### src/rtl/fib_05_pkg.sv
// Shared definitions for the fib_05 output monitor: error-code bit positions,
// monitor state encoding and the default datapath width.
package fib_05_pkg;

  localparam int DEFAULT_W = 11;

  localparam int ERR_X = 0;
  localparam int ERR_Y = 1;
  localparam int ERR_I = 2;
  localparam int ERR_J = 3;

  typedef enum logic [1:0] {
    PRIME = 2'd0,
    CHECK = 2'd1,
    HALT  = 2'd2
  } state_t;

endpackage

### src/rtl/fib_05_step_model.sv
// Combinational one-step model of the fib_05 datapath: given the previous
// sample and selector, produce the values the next sample must carry.
module fib_05_step_model
  import fib_05_pkg::*;
#(
  parameter int W = DEFAULT_W
) (
  input  logic [W-1:0] px,
  input  logic [W-1:0] py,
  input  logic [W-1:0] pi,
  input  logic [W-1:0] pj,
  input  logic         psel,
  output logic [W-1:0] ex,
  output logic [W-1:0] ey,
  output logic [W-1:0] ei,
  output logic [W-1:0] ej
);

  // Sums truncate to W bits, so wrap-around is the intended behaviour.
  always_comb begin
    ex = px;
    ey = py;
    ei = pi;
    ej = pj + W'(1);
    if (psel) begin
      ex = px + py;
      ey = px;
      ei = pi + W'(1);
      ej = pj;
    end
  end

endmodule

### src/rtl/fib_05_monitor.sv
// Observer for the fib_05 datapath outputs: checks each sample against the
// step relation from the previous one and keeps sticky pass/fail diagnostics.
module fib_05_monitor
  import fib_05_pkg::*;
#(
  parameter int W            = DEFAULT_W,
  parameter int CNT_W        = 16,
  parameter bit STOP_ON_FAIL = 1'b0
) (
  input  logic             clk,
  input  logic             rst,
  input  logic             selector,
  input  logic [W-1:0]     i,
  input  logic [W-1:0]     j,
  input  logic [W-1:0]     x,
  input  logic [W-1:0]     y,
  output logic             active,
  output logic             fail,
  output logic [CNT_W-1:0] err_cnt,
  output logic [CNT_W-1:0] sample_cnt,
  output logic [3:0]       first_err_code,
  output logic [CNT_W-1:0] first_err_cycle
);

  localparam logic [CNT_W-1:0] CNT_MAX = '1;

  state_t         state;
  logic [W-1:0]   px, py, pi, pj;
  logic           psel;
  logic [W-1:0]   ex, ey, ei, ej;
  logic [3:0]     mis;

  function automatic logic [CNT_W-1:0] sat_inc(input logic [CNT_W-1:0] v);
    return (v == CNT_MAX) ? v : v + CNT_W'(1);
  endfunction

  fib_05_step_model #(.W(W)) u_step (
    .px  (px),
    .py  (py),
    .pi  (pi),
    .pj  (pj),
    .psel(psel),
    .ex  (ex),
    .ey  (ey),
    .ei  (ei),
    .ej  (ej)
  );

  always_comb begin
    mis        = '0;
    mis[ERR_X] = (x != ex);
    mis[ERR_Y] = (y != ey);
    mis[ERR_I] = (i != ei);
    mis[ERR_J] = (j != ej);
  end

  always_ff @(posedge clk) begin
    if (rst) begin
      state           <= PRIME;
      active          <= 1'b0;
      fail            <= 1'b0;
      err_cnt         <= '0;
      sample_cnt      <= '0;
      first_err_code  <= '0;
      first_err_cycle <= '0;
      px              <= '0;
      py              <= '0;
      pi              <= '0;
      pj              <= '0;
      psel            <= 1'b0;
    end else begin
      case (state)
        PRIME: begin
          px     <= x;
          py     <= y;
          pi     <= i;
          pj     <= j;
          psel   <= selector;
          state  <= CHECK;
          active <= 1'b1;
        end
        CHECK: begin
          px         <= x;
          py         <= y;
          pi         <= i;
          pj         <= j;
          psel       <= selector;
          sample_cnt <= sat_inc(sample_cnt);
          if (|mis) begin
            // Only the first failing sample is recorded; later ones just count.
            if (!fail) begin
              fail            <= 1'b1;
              first_err_code  <= mis;
              first_err_cycle <= sample_cnt;
            end
            err_cnt <= sat_inc(err_cnt);
            if (STOP_ON_FAIL) begin
              state  <= HALT;
              active <= 1'b0;
            end
          end
        end
        HALT: begin
        end
        default: begin
          state  <= PRIME;
          active <= 1'b0;
        end
      endcase
    end
  end

endmodule

### config.mk
export PLATFORM = sky130hd
export DESIGN_NAME = fib_05_monitor
export DESIGN_NICKNAME = d
export VERILOG_FILES = /design/src/rtl/fib_05_pkg.sv /design/src/rtl/fib_05_step_model.sv /design/src/rtl/fib_05_monitor.sv
export SDC_FILE = /design/constraint.sdc
export NUM_CORES = 1
export LEC_CHECK = 0
export ABC_AREA = 0
export CAP_MARGIN = 20
export CORE_ASPECT_RATIO = 0.75
export CORE_MARGIN = 5
export CORE_UTILIZATION = 40
export CTS_CLUSTER_DIAMETER = 40
export DETAILED_ROUTE_END_ITERATION = 6
export PLACE_DENSITY_LB_ADDON = 0.15
export SKIP_CTS_REPAIR_TIMING = 1
export SYNTH_ARGS = -nofsm -noshare
export SYNTH_HDL_FRONTEND = slang
export SYNTH_SLANG_ARGS = --single-unit
### constraint.sdc
create_clock -name clk -period 4.38 [get_ports clk]
set_input_delay 0.876 -clock clk [delete_from_list [all_inputs] [get_ports clk]]
set_output_delay 0.876 -clock clk [all_outputs]
set_load 0.02 [all_outputs]
==> Word-level counts from Yosys, hierarchy flattened <==
Cells that the tools add are included.
{ "op_classes": {"n_addsub": 5, "n_mul": 0, "div": 0, "magnitude_cmp": 0, "eq_ne": 8, "shifts": 0, "muxes": 6, "bitwise": 3, "reduce_logical": 8} }
{ "ops": {"columns": ["cell", "n"], "rows": [
  ["11-bit 2-to-1 mux", 4],
  ["11-bit != test", 4],
  ["16-bit by 1-bit adder with 16-bit output, second input constant", 2],
  ["16-bit == test, second input constant", 2],
  ["11-bit by 1-bit adder with 11-bit output, second input constant", 2],
  ["11-bit adder", 1],
  ["3-bit AND reduction", 2],
  ["2-bit case mux with 2 select lines", 1],
  ["2-bit AND reduction", 2],
  ["2-bit OR reduction", 2],
  ["4-bit OR reduction", 1],
  ["1-bit inverter", 3],
  ["2-bit by 1-bit == test with 1-bit output, second input constant", 1],
  ["2-bit == test, second input constant", 1],
  ["2-bit zero test", 1],
  ["1-bit case mux with 2 select lines", 1]
]} }
{ "totals": {"ff_bits": 101, "latchBits": 0, "ram_bits": 0, "mem_bits_ro": 0, "inputBits": 47, "out_inout_bits": 54, "word_cells": 42, "memories": 0} }

==> Longest topological paths before layout <==
Gate-level depths: netlist (run 1).
{ "logic_depth": {"word_depth": 5, "mapped_depth": 13, "ltp_nobuf": 11} }

==> Hierarchy <==
From an unflattened synthesis (run 1), not the netlist that was laid out.
{ "unflattened": {"cells_unflattened": 583, "area_unflattened_um2": 5270.1} }
{ "by_module_without_submodules": {"columns": ["mod", "n_inst", "cells_each", "area_per_inst_um2", "seq_area_each_um2"], "rows": [
  ["fib_05_monitor", 1, 432, 4145.2, 1981.9],
  ["fib_05_step_model", 1, 151, 1124.8, 0.0]
]} }

==> Worst setup path after synthesis (run 1) <==
No wires, ideal clock.
{ "synth_path": {"kind": "register to register", "start": "reg px[0]", "end": "reg first_err_cycle[10]", "setup_ns": 0.116, "arrival_ns": 2.964, "slack_ns": 1.300, "stages_incl_launch_ff": 13, "path_buffers": 1, "synth_period_minus_slack_ns": 3.080, "cell_sequence": "dfxtp_1 ha_1 fa_1 a211oi_1 o21ai_1 a211oi_1 nor3b_1 a311o_1 nor4_4 a211oi_4 buf_2 nor3b_1 a31o_2"} }
{ "synth_via": {"elab_chain_len": 5, "word_cells_on_any_way": 7, "classes_between": "add/sub (1); eq/ne (2); mux (2); reduce/logical (2)"} }
{ "synth_lines": {"columns": ["item", "line_no", "text"], "rows": [
  ["start, declared", "fib_05_monitor.sv:28", "logic [W-1:0] px, py, pi, pj;"],
  ["start signal, assigned", "fib_05_monitor.sv:66", "px <= '0;"],
  ["start signal, assigned", "fib_05_monitor.sv:74", "px <= x;"],
  ["start signal, assigned", "fib_05_monitor.sv:83", "px <= x;"],
  ["11-bit adder", "fib_05_step_model.sv:26", "ex = px + py;"],
  ["11-bit 2-to-1 mux", "fib_05_step_model.sv:25", "if (psel) begin"],
  ["11-bit != test", "fib_05_monitor.sv:51", "mis[ERR_X] = (x != ex);"],
  ["4-bit OR reduction (*)", "fib_05_monitor.sv:89", "if (|mis) begin"],
  ["3-bit AND reduction (no line) (*)", null, null],
  ["end signal, assigned", "fib_05_monitor.sv:94", "first_err_cycle <= sample_cnt;"],
  ["end, declared", "fib_05_monitor.sv:22", "output logic [CNT_W-1:0] first_err_cycle"]
]} }
Mark *: on every way between the ends. The rest lies on a longest branch, timed or not.
A chain may end at the register's enable or synchronous reset.

==> Worst setup path after layout (run 1) <==
{ "layout_path": {"start": "in i[6]", "end": "reg err_cnt[8]"} }
{ "layout_via": {"elab_chain_len": 3} }
{ "layout_lines": {"columns": ["item", "line_no", "text"], "rows": [
  ["start, declared", "fib_05_monitor.sv:13", "input logic [W-1:0] i,"],
  ["11-bit != test", "fib_05_monitor.sv:53", "mis[ERR_I] = (i != ei);"],
  ["4-bit OR reduction", "fib_05_monitor.sv:89", null],
  ["3-bit AND reduction (no line)", null, null],
  ["end signal, assigned", "fib_05_monitor.sv:96", "err_cnt <= sat_inc(err_cnt);"],
  ["end, declared", "fib_05_monitor.sv:19", "output logic [CNT_W-1:0] err_cnt,"]
]} }
No other way between the ends.

==> impl_results.md, run 1 <==
* Post-route minimum period at 3.67 ns
* RSZ-0062 raised after global routing: false
* Antenna-violating nets left at 0
* Summed instance area of the synthesized netlist at 5660 um2
* Die boundary width at 147 um
* Critical Path Max Stage Delay at 0.53 ns
* Max-cap viol count at 0
* Critical setup path kind: input port to flip-flop
* Netlist cell types at 66
* Main area contributors after synthesis: sky130_fd_sc_hd__dfxtp_1 (35%), sky130_fd_sc_hd__xnor2_1 (6.8%), sky130_fd_sc_hd__nor2b_1 (6.1%)
* Transition time at the pin with the least slew margin at 0.847 ns
* Rows at 37
* Number of levels in the clock H-tree at 3
* Cells after synthesis at 632
* Clk slew on worst S/H paths at 0.07 ns
* Routed length on met2 at 6.27 mm
* Clock tree root buffer cell: sky130_fd_sc_hd__clkbuf_16
* Worst-path maximum fanout at 26
* Synth top area share at 35.0%
* Number of global-route vias before repair at 4,699
* Number of standard cells in the final layout excluding fillers at 897
* First-iteration detailed-routing DRC count at 238
* Peak supply drop at 0.221 mV
* Met3 wire len at 738 um
* Routability-driven placement congestion ratio at 0.816
* Count of final max-slew check failures at 0
* Library cell occupying the most area in the post-synthesis netlist: sky130_fd_sc_hd__dfxtp_1
* Skew-Pair Late Insertion Delay at 0.35 ns
* Number of setup violations in the final report at 0
* Syn Area/Cell at 8.96 um2
* Slowest library cell on the worst path: sky130_fd_sc_hd__a211oi_1
* Commonest non-fill, non-tap cells in the layout: sky130_fd_sc_hd__dfxtp_1 (99), sky130_fd_sc_hd__clkdlybuf4s50_1 (99), sky130_fd_sc_hd__nor2b_1 (55), sky130_fd_sc_hd__nor2_1 (49), sky130_fd_sc_hd__xnor2_1 (44)
* Register area share after synthesis at 35.0%
* Number of flops mapped to enable cells by yosys at 0
* Fraction of the mapped netlist area in compound gates at 13.0%
* Buffer depth of the longest clock path at 2
* Result of the run: completed
* Placeable core area at 13,800 um2
* Fmax at 272 MHz
* Post-detail-place hpwl at 10.7 mm
* Leftover overflow at the end of global routing at 0
* Number of clock buffers inserted by TritonCTS at 9
* Pwr per Cell Area at 300 nW/um2
* Share of synthesized cell area in full adder, half adder and majority cells at 3.45%
* Num Clock Sinks at 99
* Number of nets in the synthesized netlist at 694
* Highest routed metal layer: met4
* Die H at 113 um
* Worst clock skew at 0.00812 ns
* Average vias per placed instance at 5.37
* Io pins at 101
* FF+latch count, synth at 99
* Arr. time, crit path at 3.91 ns
* Multiplexer fraction of the synthesized cell area at 5.97%
* Largest net degree at the start of global routing at 61
* Count of TritonRoute iterations in the first routing pass at 4
* Proportion of register bits with asynchronous set or reset after synthesis at 0%
* XOR/XNOR Fraction of Synth Area at 11.0%
* Endpoint required time on the critical path at 4.62 ns
* Setup crit end kind: flip-flop
* Die area at 16,700 um2
* Initial core utilization at 41.0%
* Sequence of cells on the critical path: clkdlybuf4s50_1 > nor2b_1 > or3b_2 > o221ai_1 > o2111ai_1 > a211oi_1 > nand2_1 > nor4_4 > buf_4 > and3b_1 > mux2_4
* First-pass GRT wire length at 23.3 mm
* Number of warnings issued by yosys at 0
* Final routed wirelength across all metal layers at 14.3 mm
* Antenna fix cells at 0
* Number of cells in the design after placement at 881
* Count of buffers from port buffering at 100
* Detailed-route wire length on metal 1 at 7.17 mm
* Combinational family with the most area after synthesis: simple AND/OR/NAND/NOR gates
* Post-Route Setup TNS at 0 ns
* Area Overhead vs Synth at 24.9%
* TritonCTS clock tree: yes
* Total via count after detailed routing at 4,819
* Fraction of layout instances using a drive strength above 1 at 9.14%
* Final-stage net count at 779
* Number of endpoints with negative hold slack in the final report at 0
* Total leakage power at 0.00250 uW
* Tot GR Track Use at 17.1%
* Period utilization at 83.8%
* Class of the most critical hold timing path: flip-flop to flip-flop
* Number of antenna violations at the first check in global routing at 0
* Area share of and/or/nand/nor cells after synthesis at 28.5%
* Final routed DRC violation total at 0
* Detail-routed net length per standard cell at 15.9 um
* Normalized max-slew margin at 43.5%
* Element type at the critical path start: input port
* Post-synth top flop: sky130_fd_sc_hd__dfxtp_1
-- synth_stat cells (all sizes together) (8+ instances only) --
master	instances
buf	12
o21ai	16
clkbuf	19
dfxtp	99
nor2	50
xnor2	44
ha	14
mux2i	21
nor3	8
nor4	10
nand4	16
nor2b	55
o31ai	9
a31o	17
or3	9
nand2	30
nor3b	19
mux2	10
nand3	31
a21oi	23
xor2	27
-- layer usage --
layer | GRT usage, % | vias to the layer above
li1 | - | 2439
met5 | 0 | -
met4 | 3.35 | 0
met3 | 5.92 | 6
met1 | 23.2 | 2279
met2 | 26.5 | 95
-- flip-flops by register name, summed over array words and instances (netlist names), 4 cells and up --
register         flops
pj                  11
px                  11
first_err_code       4
sample_cnt          16
py                  11
first_err_cycle     16
err_cnt             16
pi                  11
-- power breakdown --
group	internal, uW	total (uW)	switching (uW)	leakage, uW
sequential	931	966	34.8	0.000813
combinational	159	330	172	0.00154
clock	451	827	376	0.000145
-- path summary, 6_finish.rpt --
path	cells after the start	slack, ns	start	to
max reg2reg	12	0.82	psel$_SDFF_PP0_	err_cnt[8]$_SDFFE_PP0P_
min reg2reg	2	0.46	first_err_code[2]$_SDFFE_PP0P_	first_err_code[2]$_SDFFE_PP0P_
min	2	0.46	first_err_code[2]$_SDFFE_PP0P_	first_err_code[2]$_SDFFE_PP0P_
max	11	0.71	i[6]	err_cnt[8]$_SDFFE_PP0P_
-- cell families after synthesis --
family                     Yosys count
xor gates and xnor gates            71
muxes                               31
and+or+nand+nor                    277
DFF                                 99
AOI/OAI and AO/OA                  101
adders and majority gates           15
buffers and inverters               38
-- worst max-delay path: cells and delay by family --
kind | cells | cell delay, ns
mux | 1 | 0.29
buf+inv | 2 | 0.71
simple gates | 5 | 1.29
compound gates | 3 | 0.73
-- metrics by stage --
step                      cell area [um2]  total power [uW]  setup slack [ns]  utilization, %  hold slack (ns)
after global routing                 7070              2220             0.538            51.2            0.483
final                                7070              2120             0.710            51.2            0.458
after detailed placement             6770              1320             0.385            49.1            0.454
after global placement               6770              1310             0.446            49.1            0.451
after floorplan                      5660              1190              1.30               -            0.532
after CTS                            7070              2140             0.744            51.2            0.464
-- layout make-up --
class,instances,area [um2]
inverter,7,26.3
clock inverter,6,71.3
sequential,99,1980
clock buffer,10,229
fill,1318,6730
multi-input combinational,495,3500
timing repair buffer,105,1040
tap,175,219
Note: power is estimated with default switching activity, not from simulation.
==> inputs of run 2 (changes only) <==
==> constraint.sdc (replaced) <==
create_clock -name clk -period 3.2 [get_ports clk]
set_input_delay 0.64 -clock clk [delete_from_list [all_inputs] [get_ports clk]]
set_output_delay 0.64 -clock clk [all_outputs]
set_load 0.02 [all_outputs]
==> run 2 against run 1 <==
The run now ends with setup timing left. Global-route usage grew 0.53 points. Core utilization increased by 4.9 points. First-iteration DRC count grew 16%. Routed wire length grew 4.7%. Sequential power is 37% higher. Combinational power increased by 65%. Register-to-register slack got worse by 0.84 ns. Sequential share of layout area fell by 2.4 points. Largest power group unchanged. Highest routed layer unchanged.
==> impl_results.md, run 2 (synthesis gave the netlist of run 1 again) <==
* Result of the run: finished with violations
* Violated checks: setup timing
* Terminus of the critical flop-to-flop path: err_cnt[8]$_SDFFE_PP0P_
* Final routed DRC violation total at 0
* Num Clock Sinks at 99
* Flop-to-flop setup slack at -0.02 ns
* Total via count after detailed routing at 5,024
* Endpoint required time on the critical path at 3.44 ns
* Pwr per Cell Area at 382 nW/um2
* Class of the most critical hold timing path: flip-flop to flip-flop
* Count of buffers from port buffering at 100
* Fmax at 310 MHz
* Post-route minimum period at 3.22 ns
* First-iteration detailed-routing DRC count at 275
* Slowest library cell on the worst path: sky130_fd_sc_hd__fa_2
* Most common cell after layout, fill and taps aside: sky130_fd_sc_hd__clkdlybuf4s50_1
* Hold path depth at 2
* Detail-routed net length per standard cell at 15.7 um
* Antenna-violating nets left at 0
* Combinational cell fraction of total power at 18.5%
* Area used by multi-input combinational logic at 3720 um2
* Worst Slack Setup Final at -0.0212 ns
* Total leakage power at 0.00281 uW
* Final-stage net count at 831
* Sequence of cells on the critical path: ha_4 > fa_2 > a211oi_4 > o21ai_2 > buf_6 > a31oi_4 > xnor2_2 > o31a_2 > nor4_4 > buf_12 > and3b_1 > mux2_4
* TritonCTS clock tree: yes
* Switching power as a share of total power at 28.8%
* Registers with the most flip-flops: err_cnt: 16 flops, first_err_cycle: 16 flops, sample_cnt: 16 flops
* Clock power frac at 36.8%
* Critical setup path kind: flip-flop to flip-flop
* Max-cap viol count at 0
* Antenna fix cells at 0
* Placeable core area at 13,800 um2
* Arr. time, crit path at 3.46 ns
* Worst-path maximum fanout at 8
* Period utilization at 101%
* Internal power of the cells at 2110 uW
* Sequential standard cell area at 1990 um2
* Number of antenna violations at the first check in global routing at 0
* Area post-placement at 7190 um2
* Count of TritonRoute iterations in the first routing pass at 4
* Post-detail-place hpwl at 11.1 mm
* Setup crit end kind: flip-flop
* Normalized max-slew margin at 48.2%
* Number of endpoints with negative hold slack in the final report at 0
* Leftover overflow at the end of global routing at 0
* Number of global-route vias before repair at 4,970
* Initial core utilization at 41.0%
* Area Overhead vs Synth at 36.8%
* Fraction of layout instances using a drive strength above 1 at 19.3%
* Average vias per placed instance at 5.29
* Number of standard cells in the final layout excluding fillers at 949
* Switch Pwr at 852 uW
* Worst Setup SP: py[0]$_SDFF_PP0_
* Post-layout instance area at 7740 um2
* Die H at 113 um
* Number of setup violations in the final report at 3
* Sequential power share at 44.7%
* Die boundary width at 147 um
* RSZ-0062 raised after global routing: true
* Clock tree root buffer cell: sky130_fd_sc_hd__clkbuf_16
* Worst min-delay path endpoint: first_err_code[2]$_SDFFE_PP0P_
* Buffer depth of the longest clock path at 2
* Number of clock buffers inserted by TritonCTS at 9
* Transition time at the pin with the least slew margin at 0.777 ns
* Source of the worst hold timing path: first_err_code[2]$_SDFFE_PP0P_
* Clk slew on worst S/H paths at 0.07 ns
* Io pins at 101
* Number of levels in the clock H-tree at 3
* Routability-driven placement congestion ratio at 0.922
* Skew-Pair Late Insertion Delay at 0.36 ns
* Worst Hold Slack at 0.500 ns
* Critical Path Max Stage Delay at 0.43 ns
* Peak supply drop at 0.234 mV
* Number of cells in the design after placement at 931
* Die area at 16,700 um2
* Worst clock skew at 0.0111 ns
* Fill cells at 1,236
* Element type at the critical path start: flip-flop
* Rows at 37
* Largest net degree at the start of global routing at 69
* Reg2Reg Depth at 12
* Startpoint of the most critical register-to-register path: py[0]$_SDFF_PP0_
* Tot GR Track Use at 17.6%
* First-pass GRT wire length at 24.4 mm
* Count of final max-slew check failures at 0
* Commonest non-fill, non-tap cells in the layout: sky130_fd_sc_hd__clkdlybuf4s50_1 (99), sky130_fd_sc_hd__dfxtp_1 (96), sky130_fd_sc_hd__nor2b_1 (55), sky130_fd_sc_hd__buf_4 (50), sky130_fd_sc_hd__nor2_1 (48)
* Final routed wirelength across all metal layers at 14.9 mm
[run 2: cell types whose count changed in the layout (fill, tap and decap cells not counted), sizes merged]
cell	delta
bufinv	-1
clkbuf	-1
buf	+52
inv	+1
clkinv	+2
clkinvlp	-1
[run 2: worst max-delay path: cells and delay by family (launching register included)]
family / cells / cell delay (ns)
fa+ha+maj: 2 / 0.60
simple gates: 2 / 0.55
flops: 1 / 0.34
xor+xnor: 1 / 0.09
mux: 1 / 0.29
buf+inv: 2 / 0.30
compound gates: 4 / 0.95
[run 2: routing by layer]
layer,vias up,global-route usage [%],share of wire (%),wire length [um]
li1,2545,-,-,-
met1,2356,24.5,49,7260
met2,110,27.1,45,6650
met3,13,4.76,5.7,849
met4,0,4.66,1.2,178
met5,-,0,0,0
[run 2: area by class of cell]
class                      count  share of cell area (%)
multi-input combinational    495                    48.1
sequential                    99                    25.7
timing repair buffer         157                    19.3
clock buffer                   9                    2.91
tap                          175                    2.83
clock inverter                 7                   0.889
inverter                       7                   0.339
[run 2: how the worst max path moves through the flow]
stage,cells past startpoint,endpoint,slack (ns)
6_report,12,err_cnt[8]$_SDFFE_PP0P_,-0.02
5_1_grt,12,err_cnt[8]$_SDFFE_PP0P_,-0.09
4_1_cts,13,err_cnt[10]$_SDFFE_PP0P_,-0.23
3_5_place_dp,12,err_cnt[8]$_SDFFE_PP0P_,-0.34
3_3_place_gp,12,err_cnt[6]$_SDFFE_PP0P_,-0.32
2_1_floorplan,12,first_err_cycle[10]$_SDFFE_PP0P_,0.12
[run 2: stage by stage]
stage	setup TNS, ns	total power [uW]	util (%)	setup WS, ns
2_1_floorplan	0	1630	-	0.120
3_3_place_gp	-4.85	1850	52.1	-0.318
3_5_place_dp	-5.35	1860	52.1	-0.343
4_1_cts	-2.80	2960	54.3	-0.229
5_1_grt	-1.59	3100	56.1	-0.0942
6_report	-0.0390	2960	56.1	-0.0212
[run 2: power by group through the flow]
stage          Combinational, uW  Clock, uW  Sequential (uW)
3_3_place_gp                 504          0             1350
6_report                     546       1090             1320
5_1_grt                      596       1180             1330
3_5_place_dp                 511          0             1350
2_1_floorplan                284          0             1350
4_1_cts                      515       1130             1320
